<file path="config.mk">
export PLATFORM = sky130hd
export DESIGN_NAME = data_cache_flat
export DESIGN_NICKNAME = d
export VERILOG_FILES = /design/src/rtl/data_cache_pkg.sv /design/src/rtl/data_cache_if.sv /design/src/rtl/data_cache_fsm.sv /design/src/rtl/data_cache.sv /design/src/flat_wrapper.sv
export SDC_FILE = /design/constraint.sdc
export NUM_CORES = 1
export LEC_CHECK = 0
export ABC_AREA = 1
export CORE_MARGIN = 5
export CORE_UTILIZATION = 30
export DETAILED_ROUTE_END_ITERATION = 7
export PLACE_DENSITY = 0.56
export SLEW_MARGIN = 20
export SYNTH_ARGS = -nofsm -noshare
export SYNTH_HDL_FRONTEND = slang
export SYNTH_HIERARCHICAL = 1
export SYNTH_SLANG_ARGS = --single-unit
</file>
<file path="constraint.sdc">
create_clock -name clk -period 5.18 [get_ports clk]
set_input_delay 0.518 -clock clk [delete_from_list [all_inputs] [get_ports clk]]
set_output_delay 0.518 -clock clk [all_outputs]
set_load 0.05 [all_outputs]
</file>
<file path="src/rtl/data_cache_pkg.sv">
// Shared geometry and FSM state encoding for the direct-mapped data cache.
// 8 lines of 4 bytes; byte address = {tag[2:0], index[2:0], offset[1:0]}.
package data_cache_pkg;

    localparam int NUM_LINES    = 8;
    localparam int TAG_W        = 3;
    localparam int INDEX_W      = 3;
    localparam int OFFSET_W     = 2;
    localparam int BYTE_W       = 8;
    localparam int ADDR_W       = TAG_W + INDEX_W + OFFSET_W;
    localparam int BLOCK_ADDR_W = TAG_W + INDEX_W;
    localparam int LINE_W       = BYTE_W << OFFSET_W;

    typedef enum logic [1:0] {
        IDLE,
        WRITEBACK,
        FETCH
    } state_t;

    // Byte lane k of a line lives in bits [8k+7:8k].
    function automatic logic [BYTE_W-1:0] select_byte(input logic [LINE_W-1:0] line,
                                                      input logic [OFFSET_W-1:0] offset);
        return line[{offset, 3'b000} +: BYTE_W];
    endfunction

endpackage

</file>
<file path="src/rtl/data_cache_if.sv">
// CPU-side and memory-side signals of the data cache.
// The slave view is the cache itself; the master view is the CPU plus data memory around it.
interface data_cache_if;
    import data_cache_pkg::*;

    logic                    read;
    logic                    write;
    logic [ADDR_W-1:0]       address;
    logic [BYTE_W-1:0]       writedata;
    logic [BYTE_W-1:0]       readdata;
    logic                    busywait;

    logic                    mem_read;
    logic                    mem_write;
    logic [BLOCK_ADDR_W-1:0] mem_address;
    logic [LINE_W-1:0]       mem_writedata;
    logic [LINE_W-1:0]       mem_readdata;
    logic                    mem_busywait;

    modport master (
        output read, write, address, writedata, mem_readdata, mem_busywait,
        input  readdata, busywait, mem_read, mem_write, mem_address, mem_writedata
    );

    modport slave (
        input  read, write, address, writedata, mem_readdata, mem_busywait,
        output readdata, busywait, mem_read, mem_write, mem_address, mem_writedata
    );

endinterface

</file>
<file path="src/rtl/data_cache_fsm.sv">
// Miss-handling controller: state register plus registered memory strobes.
// Strobes are set on entry to WRITEBACK/FETCH so they are never both high and are 0 in IDLE.
module data_cache_fsm
    import data_cache_pkg::*;
(
    input  logic   clk,
    input  logic   reset,
    input  logic   request,
    input  logic   hit,
    input  logic   victim_dirty,
    input  logic   mem_busywait,
    output state_t state,
    output logic   mem_read,
    output logic   mem_write
);

    // NOTE: sequential state uses non-blocking assignments so every register
    // samples the pre-edge values regardless of statement order.
    always_ff @(posedge clk) begin
        if (reset) begin
            state     <= IDLE;
            mem_read  <= 1'b0;
            mem_write <= 1'b0;
        end else begin
            case (state)
                IDLE: begin
                    if (request && !hit) begin
                        if (victim_dirty) begin
                            state     <= WRITEBACK;
                            mem_write <= 1'b1;
                        end else begin
                            state    <= FETCH;
                            mem_read <= 1'b1;
                        end
                    end
                end
                WRITEBACK: begin
                    if (!mem_busywait) begin
                        state     <= FETCH;
                        mem_write <= 1'b0;
                        mem_read  <= 1'b1;
                    end
                end
                FETCH: begin
                    if (!mem_busywait) begin
                        state    <= IDLE;
                        mem_read <= 1'b0;
                    end
                end
                default: begin
                    state     <= IDLE;
                    mem_read  <= 1'b0;
                    mem_write <= 1'b0;
                end
            endcase
        end
    end

endmodule

</file>
<file path="src/rtl/data_cache.sv">
// Direct-mapped, write-back, write-allocate byte cache in front of a block memory.
// The request is not latched: the CPU holds it stable while busywait is high.
module data_cache
    import data_cache_pkg::*;
(
    input  logic        clk,
    input  logic        reset,
    data_cache_if.slave bus
);

    logic [LINE_W-1:0]   line_data [NUM_LINES];
    logic [TAG_W-1:0]    line_tag  [NUM_LINES];
    logic [NUM_LINES-1:0] valid;
    logic [NUM_LINES-1:0] dirty;

    logic [TAG_W-1:0]    tag;
    logic [INDEX_W-1:0]  index;
    logic [OFFSET_W-1:0] offset;
    logic                hit;
    logic                request;
    logic                store;
    logic                write_hit;
    logic                refill;
    state_t              state;
    logic                mem_read;
    logic                mem_write;

    assign tag    = bus.address[ADDR_W-1 -: TAG_W];
    assign index  = bus.address[OFFSET_W +: INDEX_W];
    assign offset = bus.address[OFFSET_W-1:0];

    assign hit       = valid[index] && (line_tag[index] == tag);
    assign request   = bus.read || bus.write;
    // A simultaneous read and write is served as a plain read.
    assign store     = bus.write && !bus.read;
    assign write_hit = (state == IDLE) && store && hit;
    assign refill    = (state == FETCH) && !bus.mem_busywait;

    assign bus.busywait      = request && !((state == IDLE) && hit);
    assign bus.readdata      = select_byte(line_data[index], offset);
    assign bus.mem_read      = mem_read;
    assign bus.mem_write     = mem_write;
    assign bus.mem_address   = (state == WRITEBACK) ? {line_tag[index], index} : {tag, index};
    assign bus.mem_writedata = line_data[index];

    data_cache_fsm u_fsm (
        .clk          (clk),
        .reset        (reset),
        .request      (request),
        .hit          (hit),
        .victim_dirty (valid[index] && dirty[index]),
        .mem_busywait (bus.mem_busywait),
        .state        (state),
        .mem_read     (mem_read),
        .mem_write    (mem_write)
    );

    always_ff @(posedge clk) begin
        if (reset) begin
            valid <= '0;
            dirty <= '0;
        end else if (refill) begin
            valid[index] <= 1'b1;
            dirty[index] <= 1'b0;
        end else if (write_hit) begin
            dirty[index] <= 1'b1;
        end
    end

    // NOTE: the data and tag arrays are deliberately not reset; valid bits alone
    // make stale contents unreachable, and this lets the arrays map onto RAM.
    always_ff @(posedge clk) begin
        if (!reset) begin
            if (refill) begin
                line_data[index] <= bus.mem_readdata;
                line_tag[index]  <= tag;
            end else if (write_hit) begin
                line_data[index][{offset, 3'b000} +: BYTE_W] <= bus.writedata;
            end
        end
    end

endmodule

</file>
<file path="src/flat_wrapper.sv">
// flat-port wrapper written by rule: the top's interface ports become plain ports
module data_cache_flat import data_cache_pkg::*;
  (clk, reset, bus_read, bus_write, bus_address, bus_writedata, bus_mem_readdata, bus_mem_busywait, bus_readdata, bus_busywait, bus_mem_read, bus_mem_write, bus_mem_address, bus_mem_writedata);
  data_cache_if bus_i ();
  input  logic clk;
  input  logic reset;
  input wire logic [$bits(bus_i.read)-1:0] bus_read;
  input wire logic [$bits(bus_i.write)-1:0] bus_write;
  input wire logic [$bits(bus_i.address)-1:0] bus_address;
  input wire logic [$bits(bus_i.writedata)-1:0] bus_writedata;
  input wire logic [$bits(bus_i.mem_readdata)-1:0] bus_mem_readdata;
  input wire logic [$bits(bus_i.mem_busywait)-1:0] bus_mem_busywait;
  output wire logic [$bits(bus_i.readdata)-1:0] bus_readdata;
  output wire logic [$bits(bus_i.busywait)-1:0] bus_busywait;
  output wire logic [$bits(bus_i.mem_read)-1:0] bus_mem_read;
  output wire logic [$bits(bus_i.mem_write)-1:0] bus_mem_write;
  output wire logic [$bits(bus_i.mem_address)-1:0] bus_mem_address;
  output wire logic [$bits(bus_i.mem_writedata)-1:0] bus_mem_writedata;
  assign bus_i.read = bus_read;
  assign bus_i.write = bus_write;
  assign bus_i.address = bus_address;
  assign bus_i.writedata = bus_writedata;
  assign bus_i.mem_readdata = bus_mem_readdata;
  assign bus_i.mem_busywait = bus_mem_busywait;
  assign bus_readdata = bus_i.readdata;
  assign bus_busywait = bus_i.busywait;
  assign bus_mem_read = bus_i.mem_read;
  assign bus_mem_write = bus_i.mem_write;
  assign bus_mem_address = bus_i.mem_address;
  assign bus_mem_writedata = bus_i.mem_writedata;
  data_cache u_core (.clk(clk), .reset(reset), .bus(bus_i));
endmodule
</file>
-- Yosys cells after proc, flatten, opt, wreduce, memory -nomap -nowiden
Memory sizes are Yosys's and may differ from the RTL's.
Index checks and enable logic that the tools add are counted.
- bits in read-only memories: 0
- bits in latches: 0
- register bits after elaboration: 20
- memories kept: 2
- output and inout port bits: 49
- RAM bits: 280
- bits of input ports: 53
- mux-type cells: 61
- reductions and logical operators: 20
- bitwise gates (word level): 37
- multipliers: 0
- magnitude comparators: 2
- equal/unequal tests: 8
- divide/modulo/power cells: 0
- shift operators: 3
- add/subtract/negate cells: 1
- memory list (memory ; words ; width ; rd ports ; clocked after Yosys merged registers in ; write ports ; line ; source):
    u_core.line_data ; 8 ; 32 ; 1 ; 0 ; 1 ; data_cache.sv:11 ; logic [LINE_W-1:0] line_data [NUM_LINES];
    u_core.line_tag ; 8 ; 3 ; 1 ; 0 ; 1 ; data_cache.sv:12 ; logic [TAG_W-1:0] line_tag [NUM_LINES];
- operators with widths (cell ; number):
    $mux 1 ; 47
    $mux 32 ; 1
    $or 1x1->1 ; 32
    $shift 8x7->32 const A ; 1
    $shiftx 32x6->8 ; 1
    $shiftx 8x7->32 ; 1
    $mux 8 ; 2
    $or 8x8->8 ; 2
    $logic_and 1x1->1 ; 10
    $ne 2x2->1 const B ; 5
    $and 8x8->8 ; 1
    $mux 2 ; 4
    $not 8->8 ; 1
    $reduce_and 4->1 ; 2
    $neg 5->7 ; 1
    $bmux 1 s3 ; 2
    $mux 6 ; 1
    $pmux 1 s3 ; 2
    $pmux 2 s3 ; 1
    $logic_not 1->1 ; 4
    $lt 3x4->1 const B ; 1
    $demux 1 s3 ; 1
    $eq 3x3->1 ; 1
    $ge 3x1->1 const B ; 1
    7 further kinds ; 7

-- Longest topological paths before layout
Gate-level depths: netlist of the first run.
- word-level depth: 9
- mapped depth: 20

-- By module
Netlist of the first run, hierarchy kept.
- modules (own cells, without submodules) (module ; cells an instance ; times used ; sequential area each (µm²) ; area each (µm²)):
    data_cache ; 1114 ; 1 ; 8728.4 ; 12684.7
    data_cache_fsm ; 31 ; 1 ; 80.1 ; 212.7

-- Worst setup path before layout of the first run
No wires, ideal clock.
- path type: input port to output port
- start: input bus_address[2]
- end: output bus_readdata[7]
- slack: 1605 ps
- data arrival time: 3057 ps
- required time: 4662 ps
- stages on the path: 10
- cell sequence: inv_2 buf_2 nor2_1 clkbuf_1 nand2_1 nand2_1 nor2_1 nand4_1 o21ai_0 o21ai_0
- word-level cells in the longest chain between the ends: 2
- ends and longest elaborated chain (element ; line ; source):
    start: declaration ; flat_wrapper.sv:9 ; input wire logic [$bits(bus_i.address)-1:0] bus_address;
    $mem_v2 8x32 ; - ;
    via bus_mem_writedata[31] ; flat_wrapper.sv:18 ; output wire logic [$bits(bus_i.mem_writedata)-1:0] bus_mem_writedata;
    $shiftx 32x6->8 ; data_cache_pkg.sv:23 ; return line[{offset, 3'b000} +: BYTE_W];
    end: declaration ; flat_wrapper.sv:13 ; output wire logic [$bits(bus_i.readdata)-1:0] bus_readdata;
The timed path passes the listed nets, and every way through them passes these cells.

-- Worst setup path in the final report of the first run
- start: input bus_address[3]
- end: output bus_mem_writedata[15]
- word-level cells in the longest chain between the ends: 1
- ends and longest elaborated chain (element ; line):
    $mem_v2 8x32 ; -
    end: declaration ; flat_wrapper.sv:18
Every way passes these cells.

==> results of run 1 <==
final cells by class:
type,instances,area share (%)
clock buffers,36,5.13
clock inverters,22,1.32
inverters,108,2.62
multi-input cells,676,22.1
flip-flops and latches,300,56.9
well taps,546,4.41
repair buffers,136,7.59
worst min path at each step:
stage / depth (start not counted) / start / slack, ps / to
2_1_floorplan: 2 / u_core/valid[6] / 420 / u_core/valid[6]
5_1_grt: 2 / register / 480 / register
3_5_place_dp: 2 / u_core/valid[1] / 450 / u_core/valid[1]
3_3_place_gp: 2 / register / 440 / register
6_report: 2 / register / 460 / register
4_1_cts: 2 / register / 460 / register
Yosys cell counts, types with 2 or more instances:
master	number
dfxtp_1	20
or2_2	2
nand3b_1	2
nand3_2	2
inv_1	99
clkbuf_1	42
nand4_4	4
edfxtp_1	280
o22ai_1	6
a221oi_1	20
inv_2	4
buf_6	4
a21oi_1	52
o21ai_1	3
nand2_2	3
nor2_2	4
buf_2	10
buf_4	3
clkinv_1	5
ha_1	5
o211ai_1	12
nand3_1	40
a211oi_1	4
a22o_1	19
o2bb2ai_1	2
buf_1	2
nor2_1	71
nor3_1	14
nand2_1	307
o21ai_0	31
nand4_1	44
a22oi_1	20
through the flow:
| step | worst slack [ps] | hold WS [ps] | instance area (sq um) | std cells |
|---|---|---|---|---|
| final | 1180 | 459 | 15500 | 1824 |
| after global routing | 1010 | 476 | 15500 | 1824 |
| after CTS | 1170 | 455 | 15500 | 1824 |
| after detailed placement | 1080 | 445 | 14500 | 1766 |
| after global placement | 1150 | 438 | 14500 | 1766 |
| after floorplan | 1600 | 424 | 12900 | 1145 |
report_power, final:
| group | internal (mW) | leakage (nW) | switching [mW] | total, mW |
|---|---|---|---|---|
| sequential | 2.66 | 2.68 | 0.00623 | 2.67 |
| clock | 1.25 | 0.480 | 0.943 | 2.19 |
| combinational | 0.157 | 2.57 | 0.413 | 0.570 |
| total | 4.07 | 5.73 | 1.36 | 5.44 |
kinds of logic (layout without fill, tap and decap cells):
| group | Yosys count | in the layout | share of synthesized area, % |
|---|---|---|---|
| compound gates | 173 | 173 | 8.79 |
| fa+ha+maj | 5 | 5 | 0.485 |
| buf+inv | 169 | 302 | 5.34 |
| flops | 300 | 300 | 68.3 |
| simple gates | 498 | 498 | 17.1 |
state kept, by name, summed over array words and instances, names as in the netlist, named ones only:
name                    count
u_core/u_fsm/state          2
u_core/line_tag            24
u_core/u_fsm/mem_write      1
u_core/u_fsm/mem_read       1
u_core/line_data          256
u_core/valid                8
routing by layer:
metal  routed length (um)  share of wire, %  track usage, %  vias up
met5                    0                 0               0        -
met4                  740               1.9            3.98        0
met3                 3060               7.9            2.84       48
met2                17900                46            25.3      377
met1                17100                44            22.7     4570
li1                     -                 -               -     4262
critical path: stages:
cell and delay [ps]:
clkdlybuf4s50_1 660, nand2_1 160, nor2_2 760, a22o_1 270, inv_1 50, nand3_1 200
clkdlybuf4s50_1 850
==> metrics.txt, run 1 <==
sequential cell area=8810 sq um; initial core utilization=30.1%; number of DRC markers in iteration 0=just over 800; Slew @ Worst Pin=1190 ps; status=complete, no violations; setup TNS=0 ps; Ant. Diodes=0; fin nets=between 1000 and 1500; Syn Nets=approximately 1200; yosys warns=6; number of global-route vias before repair=between 8000 and 9000; fmax=around 250 MHz; Final min period=around 4000 ps; fin util=around 36%; overall power=between 5 and 6 mW; Clock Tree Root=clkbuf_16; Startpoint Class=primary input; Core Region=between 40000 and 50000 sq um; routed via count=between 9000 and 10000; #FFs+latches synth=300; critical path class=in -> out; Post-CTS Hold Fix Bufs=0; CTS buffer count=31; R2R setup slack=approximately 2100 ps; largest net degree at the start of global routing=between 40 and 50; leakage=between 5 and 6 nW; worst path arrival time=3480 ps; worst flop-to-flop path endpoint=u_core/line_data[7][12]; Slew HR=20.8%; Synth cell types=just over 40; Worst-Skew Late Latency=~590 ps; DR WL/cell=between 20 and 25 um; die height=about 220 um; first-pass GRT wire length=57.3 mm; Gate Count Post-Synth=between 1000 and 1500; Final Hold Vio Count=0; Port Buffers=101; number of synthesized flops with an enable pin=280; Worst setup endpoint=bus_mem_writedata[15]; cells on worst reg2reg path=11; crit end category=output port; worst-path fanout max=15; Final Setup Violations=0; CP Launch Point=bus_address[3]; register area share after synthesis=between 60 and 70%; Area contributors post-synth=edfxtp_1, nand2_1, dfxtp_1; CTS max path bufs=3; area grow syn2layout=20.1%; clk sink count=300; Final ANT Viol Nets=0; Top FF cell, synth=edfxtp_1; Clock Skews=~23 ps; Vias per Instance=a little over 5; most frequent cells in the layout=nand2_1, edfxtp_1, inv_1; DRC errors left=0; Post-CTS Setup Bufs=0; most common cell after layout, fill and taps aside=nand2_1; DR pass1 iterations=5; WP data required=4660 ps; # rows=76; Filler Cells Inserted=4202; TritonCTS clock tree=yes; multi-input logic area=between 3000 and 4000 sq um; layout cells sized above 1=a little under an eighth; WL final=a little under 40 mm; Die W=approximately 220 um; synthesized area=~13000 sq um; GRT Util Overall=15.9%; IO Count=between 100 and 150; VDD IR max=0.268 mV; grt total ovfl=0; initial antenna violation count=0; Final Slew Violations=0; clock-pin slew on the worst setup and hold paths=60 ps; Worst Hold Class=reg -> reg; unrepaired setup endpoints after global routing=false; fin crit share=77.1%; post-synth top area share=about two thirds; Crit Reg-Reg Startpoint=u_core/line_tag[5][2]; Max Cap Viol=0; cell taking the most area after synthesis=edfxtp_1; H-Tree Depth=1; placer congestion estimate=0.884; dpl hpwl=between 20 and 30 mm; Avg Cell Area, Syn=11.3 sq um; die area=between 40000 and 50000 sq um; Pwr per Cell Area=about 350 nW/um^2; Async S/R FF share, synth=0%; CTS resizes=0
Power figures use the tool's default switching activity.
==> run 2, diff against run 1 <==
--- a/config.mk
+++ b/config.mk
@@ -9,7 +9,7 @@
 export CORE_MARGIN = 5
 export CORE_UTILIZATION = 30
 export DETAILED_ROUTE_END_ITERATION = 7
-export PLACE_DENSITY = 0.56
+export PLACE_DENSITY = 0.57
 export SLEW_MARGIN = 20
 export SYNTH_ARGS = -nofsm -noshare
 export SYNTH_HDL_FRONTEND = slang
==> constraint.sdc (replaced) <==
create_clock -name clk -period 3.3 [get_ports clk]
set_input_delay 0.33 -clock clk [delete_from_list [all_inputs] [get_ports clk]]
set_output_delay 0.33 -clock clk [all_outputs]
set_load 0.05 [all_outputs]
==> metrics.txt, run 2 (same netlist as run 1, synthesis figures left out) <==
clk sink count=300; Biggest register=u_core/line_data; area grow syn2layout=25.1%; Ant. Diodes=0; VDD IR max=roughly 0.37 mV; Max Cap Viol=0; WL final=38.6 mm; Clock Skews=~20 ps; CTS max path bufs=3; Startpoint Class=primary input; Worst-Skew Late Latency=around 560 ps; largest net degree at the start of global routing=41; Post-CTS Setup Bufs=0; CTS buffer count=30; Vias per Instance=approximately 5.0; max incr delay on CP=about 510 ps; clock-pin slew on the worst setup and hold paths=about 60 ps; critical path class=in -> out; IO Count=slightly above 100; DR WL/cell=~20 um; number of global-route vias before repair=between 9000 and 10000; die height=217 um; placer congestion estimate=~0.89; max reg flops=approximately 260; Final Slew Violations=0; Slew HR=between 60% and 70%; Core Region=42800 sq um; Filler Cells Inserted=4141; number of DRC markers in iteration 0=~940; Final ANT Viol Nets=0; Clock Tree Root=clkbuf_16; leakage=6.13 nW; routed via count=9385; fmax=roughly 320 MHz; Final min period=~3100 ps; initial antenna violation count=1; die area=47200 sq um; DRC errors left=0; crit end category=output port; GRT Util Overall=between 10% and 20%; fin nets=1377; most frequent cell on the critical path=buf_4; unrepaired setup endpoints after global routing=false; H-Tree Depth=1; grt total ovfl=0; cell breakdown of the critical path=clkdlybuf4s50_1, nor2_1, buf_4, nand2_1, inv_2, buf_4, a22o_1, nand3b_1, o211ai_1, nand2_1, buf_4; Slew @ Worst Pin=497 ps; slowest cell on the critical path=clkdlybuf4s50_1; initial core utilization=a little under a third; Final Hold Vio Count=0; CTS resizes=0; Top Registers=u_core/line_data (256), u_core/line_tag (24), u_core/valid (8); WP data required=about 3000 ps; most frequent cells in the layout=nand2_1, edfxtp_1, buf_4; Worst Hold Class=reg -> reg; placed insts=1833; most common cell after layout, fill and taps aside=nand2_1; fin crit share=94.2%; TritonCTS clock tree=yes; # rows=76; dpl hpwl=26.4 mm; Port Buffers=approximately 100; worst-path fanout max=11; DR pass1 iterations=5; status=complete, no violations; Final Setup Violations=0; Pwr per Cell Area=515 nW/um^2; layout cells sized above 1=between 15 and 20%; worst path arrival time=about 2800 ps; setup TNS=0 ps; first-pass GRT wire length=~58 mm; Die W=about 220 um; Post-CTS Hold Fix Bufs=0; non-filler cells, final=about 1900
==> run 2: power by group <==
group	switching [mW]	internal, mW	total [mW]	leakage [nW]
combinational	0.656	0.319	0.975	3.01
clock	1.39	1.76	3.15	0.439
sequential	0.00944	4.18	4.19	2.68
total	2.06	6.26	8.31	6.13
==> run 2: layout make-up <==
type / instances / area [sq um] / area share, %
clock inverter: 13 / 104 / 0.644
tap: 546 / 683 / 4.23
sequential: 300 / 8810 / 54.6
inverter: 108 / 408 / 2.53
multi-input combinational: 676 / 3420 / 21.2
clock buffer: 42 / 796 / 4.93
timing repair buffer: 203 / 1920 / 11.9
==> run 2: routing by layer <==
metal	vias up	wire length [um]	global-route usage (%)
met2	328	18200	26.2
met3	55	2490	1.86
li1	4395	-	-
met1	4607	16900	22.6
met5	-	0	0
met4	0	1070	4.76
==> run 2: critical path, delay by kind of cell <==
| family | cells | cell delay [ps] |
|---|---|---|
| compound gates | 2 | 600 |
| simple gates | 4 | 560 |
| buf+inv | 5 | 1260 |
==> run 2: path summary, 6_finish.rpt <==
path                               from                 endpoint  slack (ps)  depth (start not counted)
setup / recovery         bus_address[3]          bus_readdata[3]         190                         11
hold / removal                 register                 register         450                          2
setup reg to reg  u_core/line_tag[7][0]  u_core/line_data[0][18]         940                          9
hold reg to reg                register                 register         450                          2
==> run 2: metrics by stage <==
step | hold WS [ps] | util, % | setup WS (ps) | area (sq um) | power (mW)
after floorplan | 399 | - | 101 | 12900 | 4.78
after global placement | 437 | 35.6 | 77.5 | 15200 | 5.24
after detailed placement | 445 | 35.6 | 77.7 | 15200 | 5.25
after CTS | 452 | 37.7 | 72.9 | 16100 | 8.39
after global routing | 466 | 37.7 | 37.9 | 16100 | 8.61
final | 455 | 37.7 | 193 | 16100 | 8.31
